==> config.mk <==
export PLATFORM = sky130hd
export DESIGN_NAME = agen_burst_sequencer_flat
export DESIGN_NICKNAME = d
export VERILOG_FILES = /design/src/rtl/agen_burst_sequencer_if.sv /design/src/rtl/agen_burst_sequencer.sv /design/src/flat_wrapper.sv
export SDC_FILE = /design/constraint.sdc
export NUM_CORES = 1
export LEC_CHECK = 0
export BUFFER_PORTS_ARGS = -buffer_cell sky130_fd_sc_hd__clkbuf_2
export CAP_MARGIN = 20
export CORE_ASPECT_RATIO = 1.4
export CORE_MARGIN = 2
export CORE_UTILIZATION = 25
export DETAILED_ROUTE_END_ITERATION = 10
export GPL_ROUTABILITY_DRIVEN = 1
export PLACE_DENSITY = 0.46
export SYNTH_ARGS = -nofsm -noshare
export SYNTH_HDL_FRONTEND = slang
export SYNTH_SLANG_ARGS = --single-unit
==> constraint.sdc <==
create_clock -name clk -period 13.2 [get_ports clk]
set_input_delay 2.64 -clock clk [delete_from_list [all_inputs] [get_ports clk]]
set_output_delay 2.64 -clock clk [all_outputs]
set_load 0.05 [all_outputs]
==> src/rtl/agen_burst_sequencer_if.sv <==
// Request/access bundle between the AG stage and the burst sequencer; the
// sequencer uses the slave modport, the request source and ME side use master.
interface agen_burst_if #(
  parameter int ADDR_W    = 32,
  parameter int MAX_BEATS = 8
);
  localparam int CW = $clog2(MAX_BEATS + 1);

  logic              req_v;
  logic              req_rdy;
  logic [ADDR_W-1:0] base;
  logic [ADDR_W-1:0] index;
  logic [ADDR_W-1:0] disp;
  logic [1:0]        scale;
  logic [15:0]       seg_base;
  logic [ADDR_W-1:0] seg_limit;
  logic [1:0]        mode;
  logic [1:0]        data_size;
  logic [CW-1:0]     beat_cnt;
  logic              flush;
  logic              acc_v;
  logic              acc_rdy;
  logic [ADDR_W-1:0] acc_addr;
  logic [3:0]        acc_size;
  logic              acc_last;
  logic              exc_v;
  logic              done;
  logic [ADDR_W-1:0] final_off;

  modport master (
    output req_v, base, index, disp, scale, seg_base, seg_limit, mode,
           data_size, beat_cnt, flush, acc_rdy,
    input  req_rdy, acc_v, acc_addr, acc_size, acc_last, exc_v, done, final_off
  );

  modport slave (
    input  req_v, base, index, disp, scale, seg_base, seg_limit, mode,
           data_size, beat_cnt, flush, acc_rdy,
    output req_rdy, acc_v, acc_addr, acc_size, acc_last, exc_v, done, final_off
  );
endinterface

==> src/rtl/agen_burst_sequencer.sv <==
// Multi-beat AG address sequencer: one EA request in, one linear access per beat out.
// Define AG_LINE_SPLIT_EN to split beats that cross a LINE_BYTES cache line.
module agen_burst_sequencer #(
  parameter int ADDR_W    = 32,
  parameter int MAX_BEATS = 8
`ifdef AG_LINE_SPLIT_EN
  ,
  parameter int LINE_BYTES = 16
`endif
) (
  input logic          clk,
  input logic          rst_n,
  agen_burst_if.slave  bus
);
  localparam int CW = $clog2(MAX_BEATS + 1);

`ifdef AG_LINE_SPLIT_EN
  localparam int LW = $clog2(LINE_BYTES);
  typedef enum logic [1:0] {IDLE, ISSUE, SPLIT} state_t;
`else
  typedef enum logic [1:0] {IDLE, ISSUE} state_t;
`endif

  state_t            state_q, state_d;
  logic [ADDR_W-1:0] off_q, seg_limit_q, final_off_q;
  logic [15:0]       seg_base_q;
  logic [3:0]        size_q;
  logic              push_q;
  logic [CW-1:0]     beats_left_q;

  logic [ADDR_W-1:0] ea, lin_addr, next_off, acc_addr;
  logic [ADDR_W:0]   end_off;
  logic [3:0]        size_in, acc_size;
  logic [CW-1:0]     beats_in;
  logic              limit_fail, is_last, accept, advance;
  logic              acc_v, acc_last, exc_v, done, req_rdy;

  // Request-side operand formation and beat-count normalisation.
  always_comb begin
    ea      = bus.base + (bus.index << bus.scale) + bus.disp;
    size_in = 4'd1 << bus.data_size;
    if (bus.beat_cnt == '0)
      beats_in = CW'(1);
    else if (bus.beat_cnt > CW'(MAX_BEATS))
      beats_in = CW'(MAX_BEATS);
    else
      beats_in = bus.beat_cnt;
  end

  // The extra MSB on end_off makes an offset that wraps past 2^ADDR_W fail the limit check.
  assign lin_addr   = ADDR_W'({seg_base_q, 16'h0000}) + off_q;
  assign end_off    = {1'b0, off_q} + (ADDR_W+1)'(size_q) - (ADDR_W+1)'(1);
  assign limit_fail = end_off > {1'b0, seg_limit_q};
  assign next_off   = push_q ? off_q - ADDR_W'(size_q) : off_q + ADDR_W'(size_q);
  assign is_last    = beats_left_q == CW'(1);

`ifdef AG_LINE_SPLIT_EN
  logic [LW:0]       lo_sum;
  logic              crosses;
  logic [3:0]        first_size;
  logic [ADDR_W-1:0] split_addr;

  // off_q stays put across both halves, so the split is re-derived in SPLIT too.
  always_comb begin
    lo_sum     = {1'b0, lin_addr[LW-1:0]} + (LW+1)'(size_q);
    crosses    = lo_sum > (LW+1)'(LINE_BYTES);
    first_size = 4'((LW+1)'(LINE_BYTES) - {1'b0, lin_addr[LW-1:0]});
    split_addr = {lin_addr[ADDR_W-1:LW], {LW{1'b0}}} + ADDR_W'(LINE_BYTES);
  end
`endif

  // Next-state and handshake outputs; flush overrides everything.
  always_comb begin
    state_d  = state_q;
    acc_v    = 1'b0;
    acc_addr = lin_addr;
    acc_size = size_q;
    acc_last = 1'b0;
    exc_v    = 1'b0;
    done     = 1'b0;
    req_rdy  = 1'b0;
    accept   = 1'b0;
    advance  = 1'b0;
    case (state_q)
      IDLE: begin
        req_rdy = 1'b1;
        if (bus.req_v) begin
          accept  = 1'b1;
          state_d = ISSUE;
        end
      end
      ISSUE: begin
        if (limit_fail) begin
          exc_v   = 1'b1;
          state_d = IDLE;
        end
`ifdef AG_LINE_SPLIT_EN
        else if (crosses) begin
          acc_v    = 1'b1;
          acc_size = first_size;
          if (bus.acc_rdy)
            state_d = SPLIT;
        end
`endif
        else begin
          acc_v    = 1'b1;
          acc_last = is_last;
          if (bus.acc_rdy) begin
            advance = 1'b1;
            if (is_last) begin
              done    = 1'b1;
              state_d = IDLE;
            end
          end
        end
      end
`ifdef AG_LINE_SPLIT_EN
      SPLIT: begin
        acc_v    = 1'b1;
        acc_addr = split_addr;
        acc_size = size_q - first_size;
        acc_last = is_last;
        if (bus.acc_rdy) begin
          advance = 1'b1;
          if (is_last) begin
            done    = 1'b1;
            state_d = IDLE;
          end else begin
            state_d = ISSUE;
          end
        end
      end
`endif
      default: state_d = IDLE;
    endcase
    if (bus.flush) begin
      state_d  = IDLE;
      acc_v    = 1'b0;
      acc_last = 1'b0;
      exc_v    = 1'b0;
      done     = 1'b0;
      req_rdy  = 1'b0;
      accept   = 1'b0;
      advance  = 1'b0;
    end
  end

  // Push pre-decrements, so the final push offset is the last beat's own offset.
  always_ff @(posedge clk or negedge rst_n) begin
    if (!rst_n) begin
      state_q      <= IDLE;
      off_q        <= '0;
      seg_base_q   <= '0;
      seg_limit_q  <= '0;
      size_q       <= 4'd1;
      push_q       <= 1'b0;
      beats_left_q <= '0;
      final_off_q  <= '0;
    end else begin
      state_q <= state_d;
      if (accept) begin
        push_q       <= bus.mode == 2'b01;
        size_q       <= size_in;
        off_q        <= (bus.mode == 2'b01) ? ea - ADDR_W'(size_in) : ea;
        beats_left_q <= beats_in;
        seg_base_q   <= bus.seg_base;
        seg_limit_q  <= bus.seg_limit;
      end else if (advance) begin
        off_q        <= next_off;
        beats_left_q <= beats_left_q - CW'(1);
        if (done)
          final_off_q <= push_q ? off_q : next_off;
      end
    end
  end

  assign bus.req_rdy   = req_rdy;
  assign bus.acc_v     = acc_v;
  assign bus.acc_addr  = acc_addr;
  assign bus.acc_size  = acc_size;
  assign bus.acc_last  = acc_last;
  assign bus.exc_v     = exc_v;
  assign bus.done      = done;
  assign bus.final_off = final_off_q;
endmodule

==> src/flat_wrapper.sv <==
// flat-port wrapper written by rule: the top's interface ports become plain ports
module agen_burst_sequencer_flat 
#(
  parameter int ADDR_W    = 32,
  parameter int MAX_BEATS = 8

)
  (clk, rst_n, bus_req_v, bus_base, bus_index, bus_disp, bus_scale, bus_seg_base, bus_seg_limit, bus_mode, bus_data_size, bus_beat_cnt, bus_flush, bus_acc_rdy, bus_req_rdy, bus_acc_v, bus_acc_addr, bus_acc_size, bus_acc_last, bus_exc_v, bus_done, bus_final_off);
  agen_burst_if #(.ADDR_W(ADDR_W), .MAX_BEATS(MAX_BEATS)) bus_i ();
  input logic clk;
  input logic rst_n;
  input wire logic [$bits(bus_i.req_v)-1:0] bus_req_v;
  input wire logic [$bits(bus_i.base)-1:0] bus_base;
  input wire logic [$bits(bus_i.index)-1:0] bus_index;
  input wire logic [$bits(bus_i.disp)-1:0] bus_disp;
  input wire logic [$bits(bus_i.scale)-1:0] bus_scale;
  input wire logic [$bits(bus_i.seg_base)-1:0] bus_seg_base;
  input wire logic [$bits(bus_i.seg_limit)-1:0] bus_seg_limit;
  input wire logic [$bits(bus_i.mode)-1:0] bus_mode;
  input wire logic [$bits(bus_i.data_size)-1:0] bus_data_size;
  input wire logic [$bits(bus_i.beat_cnt)-1:0] bus_beat_cnt;
  input wire logic [$bits(bus_i.flush)-1:0] bus_flush;
  input wire logic [$bits(bus_i.acc_rdy)-1:0] bus_acc_rdy;
  output wire logic [$bits(bus_i.req_rdy)-1:0] bus_req_rdy;
  output wire logic [$bits(bus_i.acc_v)-1:0] bus_acc_v;
  output wire logic [$bits(bus_i.acc_addr)-1:0] bus_acc_addr;
  output wire logic [$bits(bus_i.acc_size)-1:0] bus_acc_size;
  output wire logic [$bits(bus_i.acc_last)-1:0] bus_acc_last;
  output wire logic [$bits(bus_i.exc_v)-1:0] bus_exc_v;
  output wire logic [$bits(bus_i.done)-1:0] bus_done;
  output wire logic [$bits(bus_i.final_off)-1:0] bus_final_off;
  assign bus_i.req_v = bus_req_v;
  assign bus_i.base = bus_base;
  assign bus_i.index = bus_index;
  assign bus_i.disp = bus_disp;
  assign bus_i.scale = bus_scale;
  assign bus_i.seg_base = bus_seg_base;
  assign bus_i.seg_limit = bus_seg_limit;
  assign bus_i.mode = bus_mode;
  assign bus_i.data_size = bus_data_size;
  assign bus_i.beat_cnt = bus_beat_cnt;
  assign bus_i.flush = bus_flush;
  assign bus_i.acc_rdy = bus_acc_rdy;
  assign bus_req_rdy = bus_i.req_rdy;
  assign bus_acc_v = bus_i.acc_v;
  assign bus_acc_addr = bus_i.acc_addr;
  assign bus_acc_size = bus_i.acc_size;
  assign bus_acc_last = bus_i.acc_last;
  assign bus_exc_v = bus_i.exc_v;
  assign bus_done = bus_i.done;
  assign bus_final_off = bus_i.final_off;
  agen_burst_sequencer #(.ADDR_W(ADDR_W), .MAX_BEATS(MAX_BEATS)) u_core (.clk(clk), .rst_n(rst_n), .bus(bus_i));
endmodule
Word level (Yosys, flattened, before mapping)
Cells that the tools add are included.
{"block": "op_classes", "shifts": 2, "muxes": 38, "magnitude_cmp": 2, "multipliers": 0, "addsub": 9, "eq_ne": 6, "n_div": 0, "n_bitwise": 1, "n_reduce_logical": 5}
{"cell": "32-bit two-way mux", "n": 5}
{"cell": "32-bit adder", "n": 3}
{"cell": "32-bit by 4-bit subtractor with 32-bit output", "n": 2}
{"cell": "32-bit by 4-bit adder with 33-bit output", "n": 1}
{"cell": "33-bit by 32-bit > comparator with 1-bit output", "n": 1}
{"cell": "33-bit by 1-bit subtractor with 33-bit output (second input constant)", "n": 1}
{"cell": "32-bit by 4-bit adder with 32-bit output", "n": 1}
{"cell": "32-bit by 2-bit left shift with 32-bit output", "n": 1}
{"cell": "1-bit two-way mux", "n": 23}
{"cell": "4-bit two-way mux", "n": 4}
{"cell": "2-bit two-way mux", "n": 5}
{"cell": "3-bit AND reduction", "n": 2}
{"cell": "2-bit by 1-bit == test with 1-bit output (second input constant)", "n": 2}
{"cell": "4-bit by 1-bit == test with 1-bit output (second input constant)", "n": 1}
{"cell": "4-bit > comparator (second input constant)", "n": 1}
{"cell": "4-bit logical NOT", "n": 1}
{"cell": "4-bit by 2-bit inequality test with 1-bit output (second input constant)", "n": 1}
{"cell": "4-bit by 3-bit inequality test with 1-bit output (second input constant)", "n": 1}
{"cell": "2-bit case mux with 2 select lines", "n": 1}
{"cell": "1-bit by 2-bit left shift with 4-bit output (first input constant)", "n": 1}
{"cell": "4-bit by 1-bit subtractor with 4-bit output (second input constant)", "n": 1}
{"cell": "3-bit inequality test (second input constant)", "n": 1}
{"cell": "2-bit logical NOT", "n": 1}
{"cell": "2-bit nonzero test", "n": 1}
{"cell": "1-bit inverter", "n": 1}
{"block": "totals", "word_cells": 71, "register_bits": 123, "input_bits": 159, "mem_bits_rw": 0, "mem_bits_ro": 0, "output_inout_bits": 73, "latch_bits": 0, "n_memories": 0}

Logic depth before layout (Yosys ltp)
{"block": "logic_depth", "depth_word": 8, "mapped_depth": 29, "ltp_nobuf": 29}

Least setup slack after synthesis
No wires, ideal clock.
{"block": "synth_path", "kind": "flip-flop to output port", "from": "reg u_core.size_q[2], in the netlist u_core.bus.acc_size[2]", "to": "out bus_exc_v", "t_arrival_ns": 5.364, "required_time_ns": 10.560, "path_buffers": 0, "path_slack_ns": 5.196, "path_stages_with_launch": 22, "cell_sequence": "dfrtp_1 inv_1 ha_1 inv_1 ha_1 a211oi_1 nor2_1 o21a_1 nor2_1 nor2b_1 o21a_1 o21ai_0 nand2b_1 a21oi_1 xnor2_1 ha_1 nand4_1 or4_1 a31o_2 a31oi_1 o21ai_0 a21boi_0"}
{"block": "synth_between", "elab_chain_len": 6}
{"item": "start: declaration", "line": "agen_burst_sequencer.sv:27", "source": "logic [3:0] size_q;"}
{"item": "start signal: assignment", "line": "agen_burst_sequencer.sv:163", "source": "size_q <= size_in;"}
{"item": "32-bit by 4-bit adder with 33-bit output", "line": "agen_burst_sequencer.sv:52", "source": "assign end_off = {1'b0, off_q} + (ADDR_W+1)'(size_q) - (ADDR_W+1)'(1);"}
{"item": "33-bit by 1-bit subtractor with 33-bit output", "line": "agen_burst_sequencer.sv:52"}
{"item": "33-bit by 32-bit > comparator with 1-bit output", "line": "agen_burst_sequencer.sv:53", "source": "assign limit_fail = end_off > {1'b0, seg_limit_q};"}
{"item": "1-bit two-way mux", "line": "agen_burst_sequencer.sv:93", "source": "if (limit_fail) begin"}
{"item": "1-bit two-way mux", "line": "agen_burst_sequencer.sv:84", "source": "case (state_q)"}
{"item": "1-bit two-way mux", "line": "agen_burst_sequencer.sv:136", "source": "if (bus.flush) begin"}
{"item": "end: declaration", "line": "flat_wrapper.sv:29", "source": "output wire logic [$bits(bus_i.exc_v)-1:0] bus_exc_v;"}
Every way passes these cells.

Final worst setup path
{"block": "layout_path", "from": "reg u_core.size_q[2], in the netlist u_core.bus.acc_size[2]", "to": "out bus_done"}
{"block": "layout_between", "elab_chain_len": 6}
{"item": "32-bit by 4-bit adder with 33-bit output", "line": "agen_burst_sequencer.sv:52"}
{"item": "33-bit by 1-bit subtractor with 33-bit output", "line": "agen_burst_sequencer.sv:52"}
{"item": "33-bit by 32-bit > comparator with 1-bit output", "line": "agen_burst_sequencer.sv:53"}
{"item": "1-bit two-way mux", "line": "agen_burst_sequencer.sv:93"}
{"item": "1-bit two-way mux", "line": "agen_burst_sequencer.sv:84"}
{"item": "1-bit two-way mux", "line": "agen_burst_sequencer.sv:136"}
{"item": "end: declaration", "line": "flat_wrapper.sv:30", "source": "output wire logic [$bits(bus_i.done)-1:0] bus_done;"}
Every way passes these cells.

==> metrics <==
Pins Over Slew Limit 0; Pre-Repair DR Iteration Count 5; Die W 203.3 um; Syn. warnings 0; Main synth FF type dfrtp_1; dpl ws 4.193 ns; antenna violations before repair 0; clk_lat worst skew 0.45 ns; crit path max fanout 65; clk sinks 122; Root Buffer Master clkbuf_16; post-synthesis simple-gate area fraction 17.12%; H-Tree Level Count 4; Avg Cell Area, Syn 8.407 sq um; relative slew slack 44.66%; DRT Wirelength 45180 um; Setup Buffers After CTS 0; Worst Hold Class reg -> reg; final clock skew 0.01609 ns; first-pass GRT wire length 71010 um; # rows 102; die area 0.05755 sq mm; #FFs+latches synth 122; Area growth syn-to-layout 17.59%; arrival time worst endpoint 6.81 ns; Vias/cell 4.851; Mapped Area 0.01390 sq mm; Initial Utilization 25.22%; Syn Nets 2000; worst hold stages 2; Core Box Area 0.05513 sq mm; adder-cell area share of the yosys netlist 18.77%; layout cells sized above 1 18.24%; DR iter-0 viols 631; ant diodes 0; Final Hold Fails 0; Final Critical Period 9.453 ns; run status complete, no violations; Total Routing Usage GR 15.80%; Seq/Total Area, Yosys 21.97%; number of max-cap violations 0; CTS Buffer Depth 2; EDFF count, synth 0; vias in the first global route 12830; routed vias 12520; Netlist cell types 83; fin crit share 71.61%; cts bufs inserted 17; antenna-violating nets left 0; # hold bufs at CTS 0; # IOs 232; Post-Synth XOR/XNOR Area 6.992%; CTS tree built; cell taking the most area after synthesis dfrtp_1; crit end category primary output; Setup Viol. Count Final 0; Resize count post-CTS 0; largest family of logic cells by synthesized area compound AO/OA/AOI/OAI gates; placed cell area 0.01569 sq mm; nets 2186; per-cell routed wire length 17.50 um; gpl congestion 0.8800; CTS clk-pin slew, worst paths 0.06 ns; ranking of synthesized cells by area dfrtp_1 22%, ha_1 14%, nand2_1 5.2%, fa_1 5.2%, o21ai_0 5.0%; post-synthesis async set-or-reset flop share 100.0%; DRC 0; gr ovfl total 0; RSZ-0062 raised after global routing false; die height 283.0 um; cell count after synthesis 1654; WP data required 10.56 ns; FMAX 105.8 MHz; mux contribution to synthesized area 7.757%; Fin Hold WS 0.4792 ns; area share of the largest cell type after synthesis 21.78%; critical path class reg -> out; Worst-Margin Slew 0.8237 ns; Final WS setup 3.747 ns; post-route setup TNS 0 ns; Synth Area in Compound Gates 21.31%; Reg2Reg Setup Slack 6.73 ns; Port-buffer cells 231; crit start category register; Detailed Place HPWL 37520 um; Register-to-Register Path Depth 27; largest net degree at the start of global routing 66; finished layout cell area 0.01635 sq mm
[metal layers]
metal | GRT usage (%) | up-vias | part of all wire (%)
met5 | 0 | - | 0
met4 | 6.168 | 0 | 3.0
met3 | 2.266 | 55 | 4.2
met2 | 27.98 | 314 | 50
met1 | 19.10 | 5858 | 43
li1 | - | 6293 | -
[placed cells by master, fill, tap and decap left out, drive strengths merged, types with 11 or more instances in the layout]
cell | netlist | final
clkbuf | 43 | 249
nand2 | 193 | 193
ha | 151 | 151
o21ai | 147 | 147
inv | 129 | 131
dfrtp | 121 | 121
nor2 | 119 | 119
a21oi | 102 | 102
xnor2 | 77 | 77
nor3 | 40 | 40
mux2i | 38 | 38
fa | 36 | 36
a21o | 35 | 35
xor2 | 34 | 34
mux4 | 28 | 28
a211oi | 25 | 25
nand4 | 23 | 23
nor2b | 22 | 22
o21a | 22 | 22
nand2b | 19 | 19
nand3 | 19 | 19
and3 | 16 | 16
a221o | 15 | 15
a31oi | 14 | 14
o211ai | 14 | 14
buf | 31 | 11
[registers in the layout (all words and copies together), names as in the netlist]
signal                count
u_core.push_q             1
u_core.state_q            1
u_core.bus.acc_size       4
u_core.beats_left_q       4
u_core.bus.final_off     32
u_core.off_q             32
u_core.seg_base_q        16
u_core.seg_limit_q       32
[area by class of cell]
class	instances	area, sq um
Clock buffer	19	442.9
Clock inverter	13	215.2
Fill cell	5978	38780
Inverter	129	484.2
Multi-Input combinational cell	1329	10010
Sequential cell	122	3054
Tap cell	728	910.9
Timing Repair Buffer	241	1234
[logic make-up (layout without fill, tap and decap cells)]
family / count (synthesis) / in the layout
adder cells (fa/ha/maj): 187 / 187
buffers and inverters: 203 / 402
AO/OA/AOI/OAI: 457 / 457
flip-flops: 122 / 122
XOR/XNOR: 111 / 111
multiplexers: 72 / 72
AND/OR/NAND/NOR: 502 / 502
[path summary, 6_finish.rpt]
kind | start | endpoint
max | u_core.bus.acc_size[2] | bus_done
min | u_core.bus.final_off[20] | u_core.bus.final_off[20]
max reg2reg | u_core.bus.acc_size[2] | u_core.bus.final_off[3]
min reg2reg | u_core.bus.final_off[20] | u_core.bus.final_off[20]
max in group asynchronous | rst_n | u_core.bus.acc_size[0]
min in group asynchronous | rst_n | u_core.seg_limit_q[25]
[critical path, stage by stage (launching register included)]
cell       delay, ns
dfrtp_1         0.42
inv_1           0.09
ha_1            0.34
inv_1           0.06
ha_1            0.31
a211oi_1        0.31
o21a_1          0.19
o21ai_1         0.15
o2111ai_1       0.32
a21boi_0        0.22
o21ai_0         0.24
a21boi_0        0.17
nor3_1          0.24
o21bai_1        0.11
a21oi_1         0.18
xnor2_1         0.09
ha_1            0.29
nand2_1         0.07
nor3_1          0.28
nand2_1         0.12
o32a_1          0.34
o21ai_0         0.18
and4bb_2        0.28
buf_4           0.46
nand2_2         0.08
buf_4           0.33
inv_1           0.19
clkbuf_2        0.30
[per-stage QoR]
stage               util [%]  cells
finish                 29.66   2581
global route           29.66   2581
CTS                    29.66   2581
floorplan                  -   1654
detailed placement     28.46   2549
global placement       28.46   2549
[cell usage after synthesis (all sizes together), types with 23 or more instances]
cell type and count:
a211oi 25, a21o 35, a21oi 102, buf 31
clkbuf 43, dfrtp 121, fa 36, ha 151
inv 129, mux2i 38, mux4 28, nand2 193
nand4 23, nor2 119, nor3 40, o21ai 147
xnor2 77, xor2 34
Power is not shown: default switching activity piles up to over one toggle a cycle in this logic, so the estimate is an artifact.
